===== src/rtl/wishbone_pipeline_buffer_if.sv =====
// Wishbone pipelined-mode bus bundle shared by the buffer's upstream and downstream segments.
// The target modport is the view of a Target; the initiator modport is the view of an Initiator.
interface wishbone_pipeline_buffer_if #(
   parameter int unsigned AddressWidth = 16,
   parameter int unsigned DataWidth    = 8,
   parameter int unsigned Granularity  = 8,
   parameter int unsigned TGDWidth     = 1,
   parameter int unsigned TGAWidth     = 1,
   parameter int unsigned TGCWidth     = 1
);
   localparam int unsigned SelWidth = DataWidth / Granularity;

   logic                    cyc;
   logic                    stb;
   logic                    we;
   logic                    lock;
   logic [AddressWidth-1:0] adr;
   logic [DataWidth-1:0]    dat_to_target;
   logic [SelWidth-1:0]     sel;
   logic [TGDWidth-1:0]     tgd_to_target;
   logic [TGAWidth-1:0]     tga;
   logic [TGCWidth-1:0]     tgc;
   logic [2:0]              cti;
   logic [1:0]              bte;
   logic                    stall;
   logic                    ack;
   logic                    err;
   logic                    rty;
   logic [DataWidth-1:0]    dat_to_initiator;
   logic [TGDWidth-1:0]     tgd_to_initiator;

   modport target (
      input  cyc, stb, we, lock, adr, dat_to_target, sel, tgd_to_target, tga, tgc, cti, bte,
      output stall, ack, err, rty, dat_to_initiator, tgd_to_initiator
   );

   modport initiator (
      output cyc, stb, we, lock, adr, dat_to_target, sel, tgd_to_target, tga, tgc, cti, bte,
      input  stall, ack, err, rty, dat_to_initiator, tgd_to_initiator
   );
endinterface


===== src/rtl/wishbone_pipeline_buffer.sv =====
// Same-clock Wishbone pipelined buffer: request and response FIFOs between an Initiator and a
// Target, outstanding-count based STALL, and a clean flush when the Initiator drops CYC early.
module wishbone_pipeline_buffer #(
   parameter int unsigned AddressWidth = 16,
   parameter int unsigned DataWidth    = 8,
   parameter int unsigned Granularity  = 8,
   parameter int unsigned TGDWidth     = 1,
   parameter int unsigned TGAWidth     = 1,
   parameter int unsigned TGCWidth     = 1,
   parameter int unsigned Depth        = 4,
   parameter bit          LOWPOWER     = 1'b1,
   parameter bit          STRICT       = 1'b0
) (
   input logic                           i_clk,
   input logic                           i_rst,
   wishbone_pipeline_buffer_if.target    io_initiator,
   wishbone_pipeline_buffer_if.initiator io_target
);
   localparam int unsigned SelWidth = DataWidth / Granularity;
   localparam int unsigned PtrWidth = $clog2(Depth);
   localparam int unsigned ReqWidth = 1 + AddressWidth + DataWidth + SelWidth + TGDWidth +
                                      TGAWidth + TGCWidth + 3 + 2;
   localparam int unsigned RspWidth = 3 + DataWidth + TGDWidth;
   localparam logic [PtrWidth:0] PtrOne = (PtrWidth + 1)'(1);
   localparam logic [PtrWidth:0] OutMax = (PtrWidth + 1)'(Depth);

   logic [ReqWidth-1:0] r_req_mem [Depth];
   logic                r_lock_mem [Depth];
   logic [RspWidth-1:0] r_rsp_mem [Depth];
   logic [PtrWidth:0]   r_req_wr;
   logic [PtrWidth:0]   r_req_rd;
   logic [PtrWidth:0]   r_rsp_wr;
   logic [PtrWidth:0]   r_rsp_rd;
   logic [PtrWidth:0]   r_out;
   logic                r_abort;
   logic                r_tgt_cyc;
   logic                r_tgt_lock;
   logic [ReqWidth-1:0] r_tgt_hold;
   logic [DataWidth-1:0] r_dat_hold;
   logic [TGDWidth-1:0]  r_tgd_hold;

   logic [ReqWidth-1:0] w_req_in;
   logic [ReqWidth-1:0] w_req_head;
   logic [ReqWidth-1:0] w_tgt_out;
   logic [RspWidth-1:0] w_rsp_in;
   logic [RspWidth-1:0] w_rsp_head;
   logic                w_req_empty;
   logic                w_rsp_empty;
   logic                w_rsp_full;
   logic                w_stall;
   logic                w_accept;
   logic                w_abort;
   logic                w_tgt_stb;
   logic                w_tgt_pop;
   logic                w_rsp_any;
   logic                w_rsp_ok;
   logic                w_rsp_push;
   logic                w_deliver;
   logic                w_h_ack;
   logic                w_h_err;
   logic                w_h_rty;
   logic [DataWidth-1:0] w_h_dat;
   logic [TGDWidth-1:0]  w_h_tgd;
   logic [PtrWidth:0]    w_out_d;

   assign w_req_empty = (r_req_wr == r_req_rd);
   assign w_rsp_empty = (r_rsp_wr == r_rsp_rd);
   assign w_rsp_full  = (r_rsp_wr[PtrWidth] != r_rsp_rd[PtrWidth]) &&
                        (r_rsp_wr[PtrWidth-1:0] == r_rsp_rd[PtrWidth-1:0]);

   // Capping Out at Depth means neither FIFO can overflow, so the Target needs no back-pressure.
   assign w_stall  = (r_out == OutMax) | r_abort;
   assign w_accept = io_initiator.cyc & io_initiator.stb & ~w_stall;
   assign w_abort  = ~io_initiator.cyc & (r_out != '0);

   assign w_req_in = {io_initiator.we, io_initiator.adr, io_initiator.dat_to_target,
                      io_initiator.sel, io_initiator.tgd_to_target, io_initiator.tga,
                      io_initiator.tgc, io_initiator.cti, io_initiator.bte};
   assign w_req_head = r_req_mem[r_req_rd[PtrWidth-1:0]];

   assign w_tgt_stb = ~w_req_empty & r_tgt_cyc;
   assign w_tgt_pop = w_tgt_stb & ~io_target.stall;
   assign w_tgt_out = (LOWPOWER && !w_tgt_stb) ? r_tgt_hold : w_req_head;

   assign io_target.cyc  = r_tgt_cyc;
   assign io_target.stb  = w_tgt_stb;
   assign io_target.lock = r_tgt_lock;
   assign {io_target.we, io_target.adr, io_target.dat_to_target, io_target.sel,
           io_target.tgd_to_target, io_target.tga, io_target.tgc, io_target.cti,
           io_target.bte} = w_tgt_out;

   assign w_rsp_any  = io_target.ack | io_target.err | io_target.rty;
   assign w_rsp_ok   = STRICT ? w_rsp_any : (w_rsp_any & r_tgt_cyc & (r_out != '0));
   assign w_rsp_push = w_rsp_ok & ~w_rsp_full & ~w_abort;
   assign w_rsp_in   = {io_target.ack, io_target.err, io_target.rty, io_target.dat_to_initiator,
                        io_target.tgd_to_initiator};
   assign w_rsp_head = r_rsp_mem[r_rsp_rd[PtrWidth-1:0]];
   assign {w_h_ack, w_h_err, w_h_rty, w_h_dat, w_h_tgd} = w_rsp_head;

   // The response head is shown straight from the FIFO flops; it is popped in the same cycle.
   assign w_deliver = ~w_rsp_empty;
   assign io_initiator.stall            = w_stall;
   assign io_initiator.ack              = w_deliver & w_h_ack;
   assign io_initiator.err              = w_deliver & w_h_err;
   assign io_initiator.rty              = w_deliver & w_h_rty;
   assign io_initiator.dat_to_initiator = w_deliver ? w_h_dat : r_dat_hold;
   assign io_initiator.tgd_to_initiator = w_deliver ? w_h_tgd : r_tgd_hold;

   always_comb begin
      w_out_d = r_out;
      if (w_accept) begin
         w_out_d = w_out_d + PtrOne;
      end
      if (w_deliver && (r_out != '0)) begin
         w_out_d = w_out_d - PtrOne;
      end
   end

   always_ff @(posedge i_clk) begin
      if (i_rst) begin
         r_req_mem  <= '{default: '0};
         r_lock_mem <= '{default: 1'b0};
         r_rsp_mem  <= '{default: '0};
         r_req_wr   <= '0;
         r_req_rd   <= '0;
         r_rsp_wr   <= '0;
         r_rsp_rd   <= '0;
         r_out      <= '0;
         r_abort    <= 1'b0;
         r_tgt_cyc  <= 1'b0;
         r_tgt_lock <= 1'b0;
         r_tgt_hold <= '0;
         r_dat_hold <= '0;
         r_tgd_hold <= '0;
      end else begin
         r_abort   <= w_abort;
         r_tgt_cyc <= io_initiator.cyc;
         if (w_tgt_stb) begin
            r_tgt_hold <= w_req_head;
         end
         if (w_tgt_pop) begin
            r_tgt_lock <= r_lock_mem[r_req_rd[PtrWidth-1:0]];
         end
         if (w_deliver) begin
            r_dat_hold <= w_h_dat;
            r_tgd_hold <= w_h_tgd;
         end
         if (w_accept) begin
            r_req_mem[r_req_wr[PtrWidth-1:0]]  <= w_req_in;
            r_lock_mem[r_req_wr[PtrWidth-1:0]] <= io_initiator.lock;
         end
         if (w_rsp_push) begin
            r_rsp_mem[r_rsp_wr[PtrWidth-1:0]] <= w_rsp_in;
         end
         // Flushing moves read pointers onto write pointers so indices keep running after abort.
         if (w_abort) begin
            r_req_rd <= r_req_wr;
            r_rsp_rd <= r_rsp_wr;
            r_out    <= '0;
         end else begin
            if (w_accept) begin
               r_req_wr <= r_req_wr + PtrOne;
            end
            if (w_tgt_pop) begin
               r_req_rd <= r_req_rd + PtrOne;
            end
            if (w_rsp_push) begin
               r_rsp_wr <= r_rsp_wr + PtrOne;
            end
            if (w_deliver) begin
               r_rsp_rd <= r_rsp_rd + PtrOne;
            end
            r_out <= w_out_d;
         end
      end
   end
endmodule

===== src/flat_wrapper.sv =====
// flat-port wrapper written by rule: the top's interface ports become plain ports
module wishbone_pipeline_buffer_flat 
#(
   parameter int unsigned AddressWidth = 16,
   parameter int unsigned DataWidth    = 8,
   parameter int unsigned Granularity  = 8,
   parameter int unsigned TGDWidth     = 1,
   parameter int unsigned TGAWidth     = 1,
   parameter int unsigned TGCWidth     = 1,
   parameter int unsigned Depth        = 4,
   parameter bit          LOWPOWER     = 1'b1,
   parameter bit          STRICT       = 1'b0
)
  (i_clk, i_rst, io_initiator_cyc, io_initiator_stb, io_initiator_we, io_initiator_lock, io_initiator_adr, io_initiator_dat_to_target, io_initiator_sel, io_initiator_tgd_to_target, io_initiator_tga, io_initiator_tgc, io_initiator_cti, io_initiator_bte, io_initiator_stall, io_initiator_ack, io_initiator_err, io_initiator_rty, io_initiator_dat_to_initiator, io_initiator_tgd_to_initiator, io_target_cyc, io_target_stb, io_target_we, io_target_lock, io_target_adr, io_target_dat_to_target, io_target_sel, io_target_tgd_to_target, io_target_tga, io_target_tgc, io_target_cti, io_target_bte, io_target_stall, io_target_ack, io_target_err, io_target_rty, io_target_dat_to_initiator, io_target_tgd_to_initiator);
  wishbone_pipeline_buffer_if #(.AddressWidth(AddressWidth), .DataWidth(DataWidth), .Granularity(Granularity), .TGDWidth(TGDWidth), .TGAWidth(TGAWidth), .TGCWidth(TGCWidth)) io_initiator_i ();
  wishbone_pipeline_buffer_if #(.AddressWidth(AddressWidth), .DataWidth(DataWidth), .Granularity(Granularity), .TGDWidth(TGDWidth), .TGAWidth(TGAWidth), .TGCWidth(TGCWidth)) io_target_i ();
  input logic i_clk;
  input logic i_rst;
  input wire logic [$bits(io_initiator_i.cyc)-1:0] io_initiator_cyc;
  input wire logic [$bits(io_initiator_i.stb)-1:0] io_initiator_stb;
  input wire logic [$bits(io_initiator_i.we)-1:0] io_initiator_we;
  input wire logic [$bits(io_initiator_i.lock)-1:0] io_initiator_lock;
  input wire logic [$bits(io_initiator_i.adr)-1:0] io_initiator_adr;
  input wire logic [$bits(io_initiator_i.dat_to_target)-1:0] io_initiator_dat_to_target;
  input wire logic [$bits(io_initiator_i.sel)-1:0] io_initiator_sel;
  input wire logic [$bits(io_initiator_i.tgd_to_target)-1:0] io_initiator_tgd_to_target;
  input wire logic [$bits(io_initiator_i.tga)-1:0] io_initiator_tga;
  input wire logic [$bits(io_initiator_i.tgc)-1:0] io_initiator_tgc;
  input wire logic [$bits(io_initiator_i.cti)-1:0] io_initiator_cti;
  input wire logic [$bits(io_initiator_i.bte)-1:0] io_initiator_bte;
  output wire logic [$bits(io_initiator_i.stall)-1:0] io_initiator_stall;
  output wire logic [$bits(io_initiator_i.ack)-1:0] io_initiator_ack;
  output wire logic [$bits(io_initiator_i.err)-1:0] io_initiator_err;
  output wire logic [$bits(io_initiator_i.rty)-1:0] io_initiator_rty;
  output wire logic [$bits(io_initiator_i.dat_to_initiator)-1:0] io_initiator_dat_to_initiator;
  output wire logic [$bits(io_initiator_i.tgd_to_initiator)-1:0] io_initiator_tgd_to_initiator;
  output wire logic [$bits(io_target_i.cyc)-1:0] io_target_cyc;
  output wire logic [$bits(io_target_i.stb)-1:0] io_target_stb;
  output wire logic [$bits(io_target_i.we)-1:0] io_target_we;
  output wire logic [$bits(io_target_i.lock)-1:0] io_target_lock;
  output wire logic [$bits(io_target_i.adr)-1:0] io_target_adr;
  output wire logic [$bits(io_target_i.dat_to_target)-1:0] io_target_dat_to_target;
  output wire logic [$bits(io_target_i.sel)-1:0] io_target_sel;
  output wire logic [$bits(io_target_i.tgd_to_target)-1:0] io_target_tgd_to_target;
  output wire logic [$bits(io_target_i.tga)-1:0] io_target_tga;
  output wire logic [$bits(io_target_i.tgc)-1:0] io_target_tgc;
  output wire logic [$bits(io_target_i.cti)-1:0] io_target_cti;
  output wire logic [$bits(io_target_i.bte)-1:0] io_target_bte;
  input wire logic [$bits(io_target_i.stall)-1:0] io_target_stall;
  input wire logic [$bits(io_target_i.ack)-1:0] io_target_ack;
  input wire logic [$bits(io_target_i.err)-1:0] io_target_err;
  input wire logic [$bits(io_target_i.rty)-1:0] io_target_rty;
  input wire logic [$bits(io_target_i.dat_to_initiator)-1:0] io_target_dat_to_initiator;
  input wire logic [$bits(io_target_i.tgd_to_initiator)-1:0] io_target_tgd_to_initiator;
  assign io_initiator_i.cyc = io_initiator_cyc;
  assign io_initiator_i.stb = io_initiator_stb;
  assign io_initiator_i.we = io_initiator_we;
  assign io_initiator_i.lock = io_initiator_lock;
  assign io_initiator_i.adr = io_initiator_adr;
  assign io_initiator_i.dat_to_target = io_initiator_dat_to_target;
  assign io_initiator_i.sel = io_initiator_sel;
  assign io_initiator_i.tgd_to_target = io_initiator_tgd_to_target;
  assign io_initiator_i.tga = io_initiator_tga;
  assign io_initiator_i.tgc = io_initiator_tgc;
  assign io_initiator_i.cti = io_initiator_cti;
  assign io_initiator_i.bte = io_initiator_bte;
  assign io_initiator_stall = io_initiator_i.stall;
  assign io_initiator_ack = io_initiator_i.ack;
  assign io_initiator_err = io_initiator_i.err;
  assign io_initiator_rty = io_initiator_i.rty;
  assign io_initiator_dat_to_initiator = io_initiator_i.dat_to_initiator;
  assign io_initiator_tgd_to_initiator = io_initiator_i.tgd_to_initiator;
  assign io_target_cyc = io_target_i.cyc;
  assign io_target_stb = io_target_i.stb;
  assign io_target_we = io_target_i.we;
  assign io_target_lock = io_target_i.lock;
  assign io_target_adr = io_target_i.adr;
  assign io_target_dat_to_target = io_target_i.dat_to_target;
  assign io_target_sel = io_target_i.sel;
  assign io_target_tgd_to_target = io_target_i.tgd_to_target;
  assign io_target_tga = io_target_i.tga;
  assign io_target_tgc = io_target_i.tgc;
  assign io_target_cti = io_target_i.cti;
  assign io_target_bte = io_target_i.bte;
  assign io_target_i.stall = io_target_stall;
  assign io_target_i.ack = io_target_ack;
  assign io_target_i.err = io_target_err;
  assign io_target_i.rty = io_target_rty;
  assign io_target_i.dat_to_initiator = io_target_dat_to_initiator;
  assign io_target_i.tgd_to_initiator = io_target_tgd_to_initiator;
  wishbone_pipeline_buffer #(.AddressWidth(AddressWidth), .DataWidth(DataWidth), .Granularity(Granularity), .TGDWidth(TGDWidth), .TGAWidth(TGAWidth), .TGCWidth(TGCWidth), .Depth(Depth), .LOWPOWER(LOWPOWER), .STRICT(STRICT)) u_core (.i_clk(i_clk), .i_rst(i_rst), .io_initiator(io_initiator_i), .io_target(io_target_i));
endmodule

===== config.mk =====
export PLATFORM = sky130hd
export DESIGN_NAME = wishbone_pipeline_buffer_flat
export DESIGN_NICKNAME = d
export VERILOG_FILES = /design/src/rtl/wishbone_pipeline_buffer_if.sv /design/src/rtl/wishbone_pipeline_buffer.sv /design/src/flat_wrapper.sv
export SDC_FILE = /design/constraint.sdc
export NUM_CORES = 1
export LEC_CHECK = 0
export CAP_MARGIN = 0
export CELL_PAD_IN_SITES_DETAIL_PLACEMENT = 0
export CELL_PAD_IN_SITES_GLOBAL_PLACEMENT = 1
export CORE_UTILIZATION = 23
export DETAILED_ROUTE_END_ITERATION = 12
export PLACE_DENSITY_LB_ADDON = 0.08
export SYNTH_ARGS = -nofsm -noshare
export SYNTH_HDL_FRONTEND = slang
export SYNTH_SLANG_ARGS = --single-unit
export TNS_END_PERCENT = 30

===== constraint.sdc =====
create_clock -name i_clk -period 3.43 [get_ports i_clk]
set_input_delay 0.343 -clock i_clk [delete_from_list [all_inputs] [get_ports i_clk]]
set_output_delay 0.343 -clock i_clk [all_outputs]
set_load 0.02 [all_outputs]

==> impl_metrics.yaml <==
run_status:
  outcome: "finished clean"
placed_design:
  port_buffers: 101
  finalWeightedCongestion: 0.6750
  place_ws_ns: 0.8040
  hpwl_mm: 18.35
clock_tree:
  numCtsBuffers: 34
  post_cts_resize_count: 0
  ctsHoldBuffers: 0
  clk_latency_ns: 0.54
  tritoncts: "yes"
  cts_max_level: 2
  cts.sinks: 249
  cts-root-buf: "clkbuf_16"
  cts_setup_buffers: 0
  clkTransAtPathRegs_ns: 0.05
  cts.path.max_buffers: 3
synthesis:
  synth.avg_cell_area_sq_um: 9.487
  synthMostInstantiatedCell: "nand2_1"
  ys_seq_area_frac: 0.4721
  synth_common_cells: "nand2_1 (345), dfxtp_1 (249), a21oi_1 (148), mux2i_1 (49), clkbuf_1 (48)"
  synth_top_area_frac: 0.4721
  synth_edf_count: 0
  synth.top_cells.by_area: "dfxtp_1 (47%), nand2_1 (12%), mux4_2 (10%)"
  async_flop_share: 0
  synthCells: 1113
  synth_ff_type: "dfxtp_1"
  synth_largest_area_cell: "dfxtp_1"
  ys_types: 49
  syn_nets: 1178
  syn_area_sq_um: 10560
  ys_ff_latch: 249
  yosysWarnings: 0
critical_path:
  cp-startpoint: "u_core.r_req_wr[0]"
  crit_path_end_kind: "primary output"
  cp_max_fo: 40
  r2r-end: "u_core.r_rsp_wr[2]"
  startpoint_type: "flop"
  r2r_start: "u_core.r_out[0]"
  criticalPathCategory: "reg2out"
  r2r_cells: 6
  rrSetupSlack_ns: 1.08
  crit_arrival_ns: 2.73
  required_ns: 3.09
  crit_end: "io_target_bte[0]"
die:
  row_count: 78
  die-area_sq_um: 46770
  fp.dieH_um: 216.3
  coreArea_sq_um: 45280
  die_x_um: 216.3
  ios: 102
  initial_core_util: 0.2332
power_and_ir_drop:
  p_leak_nw: 4.820
  peakVddDrop_v: 0.0002631
  power_mw: 8.427
  power.density_nw_per_um2: 637.9
routing:
  ant_nets: 0
  viasPerCell: 4.361
  detail_route.first_pass.iterations: 4
  vias: 7920
  wl_per_cell_um: 17.69
  route.detailed.drc: 0
  drt_wl_total_mm: 32.13
  drt_iter0_drc: 438
timing:
  hold_viol_final: 0
  period_needed_ns: 3.073
  maxSlewHeadroom: 0.2949
  tightest_slew_ns: 1.058
  report.final.slew_viol_count: 0
  max_freq_mhz: 325.4
  fin_setup_tns_ns: 0
  period_share: 0.8960
  fin_ws_ns: 0.3566
  skew_ns: 0.02211
  grt_setup_unrepaired: "false"
  setup_viol: 0
layout:
  nFillCells: 4839
  drive_gt1_frac: 0.1407
  seq_area_sq_um: 4987
  final_util: 0.2918
  nNetsFinal: 1256
  multiInputGateArea_sq_um: 5129
  synthToLayoutAreaGrowth_pct: 25.12
grt:
  grt_antenna_before_repair: 2
  grt_max_degree: 89
  grt_pass1_vias: 7925
  grt_usage: 0.1393
  grt_pass1_wl_mm: 49.29
  overflow: 0
min_path:
  min_from: "i_rst"
  hold_class: "in2reg"
flow_run:
  maxCapViolations: 0
==> routing by layer <==
layer | part of all wire | track usage
met1 | 0.46 | 0.1819
met2 | 0.47 | 0.2270
met3 | 0.042 | 0.03088
met4 | 0.019 | 0.04437
met5 | 0.00053 | 0
==> metrics by stage <==
stage	hold slack (ns)	cells	area, sq um
after floorplan	0.4316	1113	10560
after global placement	0.4391	1755	12120
after detailed placement	0.4450	1755	12120
after CTS	0.03897	1815	13210
after global routing	0.06431	1815	13210
final	0.06921	1816	13210
==> registers in the layout, summed over array words and instances, names as in the netlist, 3 cells and up <==
register	cells
u_core.r_req_wr	3
u_core.r_out	3
u_core.r_lock_mem	4
u_core.r_dat_hold	8
u_core.r_rsp_rd	3
u_core.r_tgt_hold	34
u_core.r_req_mem	136
u_core.r_rsp_mem	48
u_core.r_rsp_wr	3
u_core.r_req_rd	3
==> worst max-delay path: stages, from the launching register on <==
cell	delay (ns)
dfxtp_1	0.46
xor2_2	0.15
o31ai_4	0.29
buf_12	0.30
mux2_1	0.43
clkdlybuf4s50_1	0.56
==> layout make-up <==
type / count / share of cell area
diodes: 1 / 0.0001894
clock buffers: 51 / 0.07387
clock inverters: 9 / 0.008902
inverters: 11 / 0.003220
multi-input cells: 771 / 0.3882
flip-flops and latches: 249 / 0.3775
well taps: 600 / 0.05682
repair buffers: 124 / 0.09130
==> report_power, final <==
part,switching (mW),internal [mW]
registers,0.0957,3.04
clock network,1.35,2.12
logic,1.06,0.755
total,2.51,5.91
==> placed cells by master (no fill, tap or decap), types with 3 or more instances in the layout <==
cell type / instances
nor2_1: 12
a21oi_1: 148
xnor2_1: 5
mux2_1: 4
a211oi_1: 4
nor2b_1: 3
inv_1: 10
clkbuf_8: 4
dfxtp_1: 247
and2_1: 47
mux2i_1: 49
mux2_2: 39
nand2_1: 345
xor2_1: 4
buf_4: 22
o21ai_0: 4
nand3_1: 10
mux4_2: 47
and3_1: 6
clkbuf_16: 35
clkdlybuf4s50_1: 100
clkbuf_1: 12
ha_1: 13
clkinv_2: 6
==> how the worst min path moves through the flow <==
stage	to	slack (ns)	cells past startpoint
finish	u_core.r_rsp_wr[0]	0.07	2
global route	u_core.r_rsp_wr[0]	0.06	2
CTS	u_core.r_rsp_wr[0]	0.04	2
detailed placement	u_core.r_lock_mem[1]	0.45	2
global placement	u_core.r_req_mem[65]	0.44	2
floorplan	u_core.r_rsp_mem[0]	0.43	2
==> kinds of logic after synthesis <==
kind of cell	Yosys count	synth area share
and+or+nand+nor	437	0.1761
buffers and inverters	93	0.04301
xor gates and xnor gates	13	0.01422
DFF	249	0.4721
adders and majority gates	13	0.01541
muxes	140	0.1940
AOI/OAI and AO/OA	168	0.08520
(Power assumes the default switching activity.)
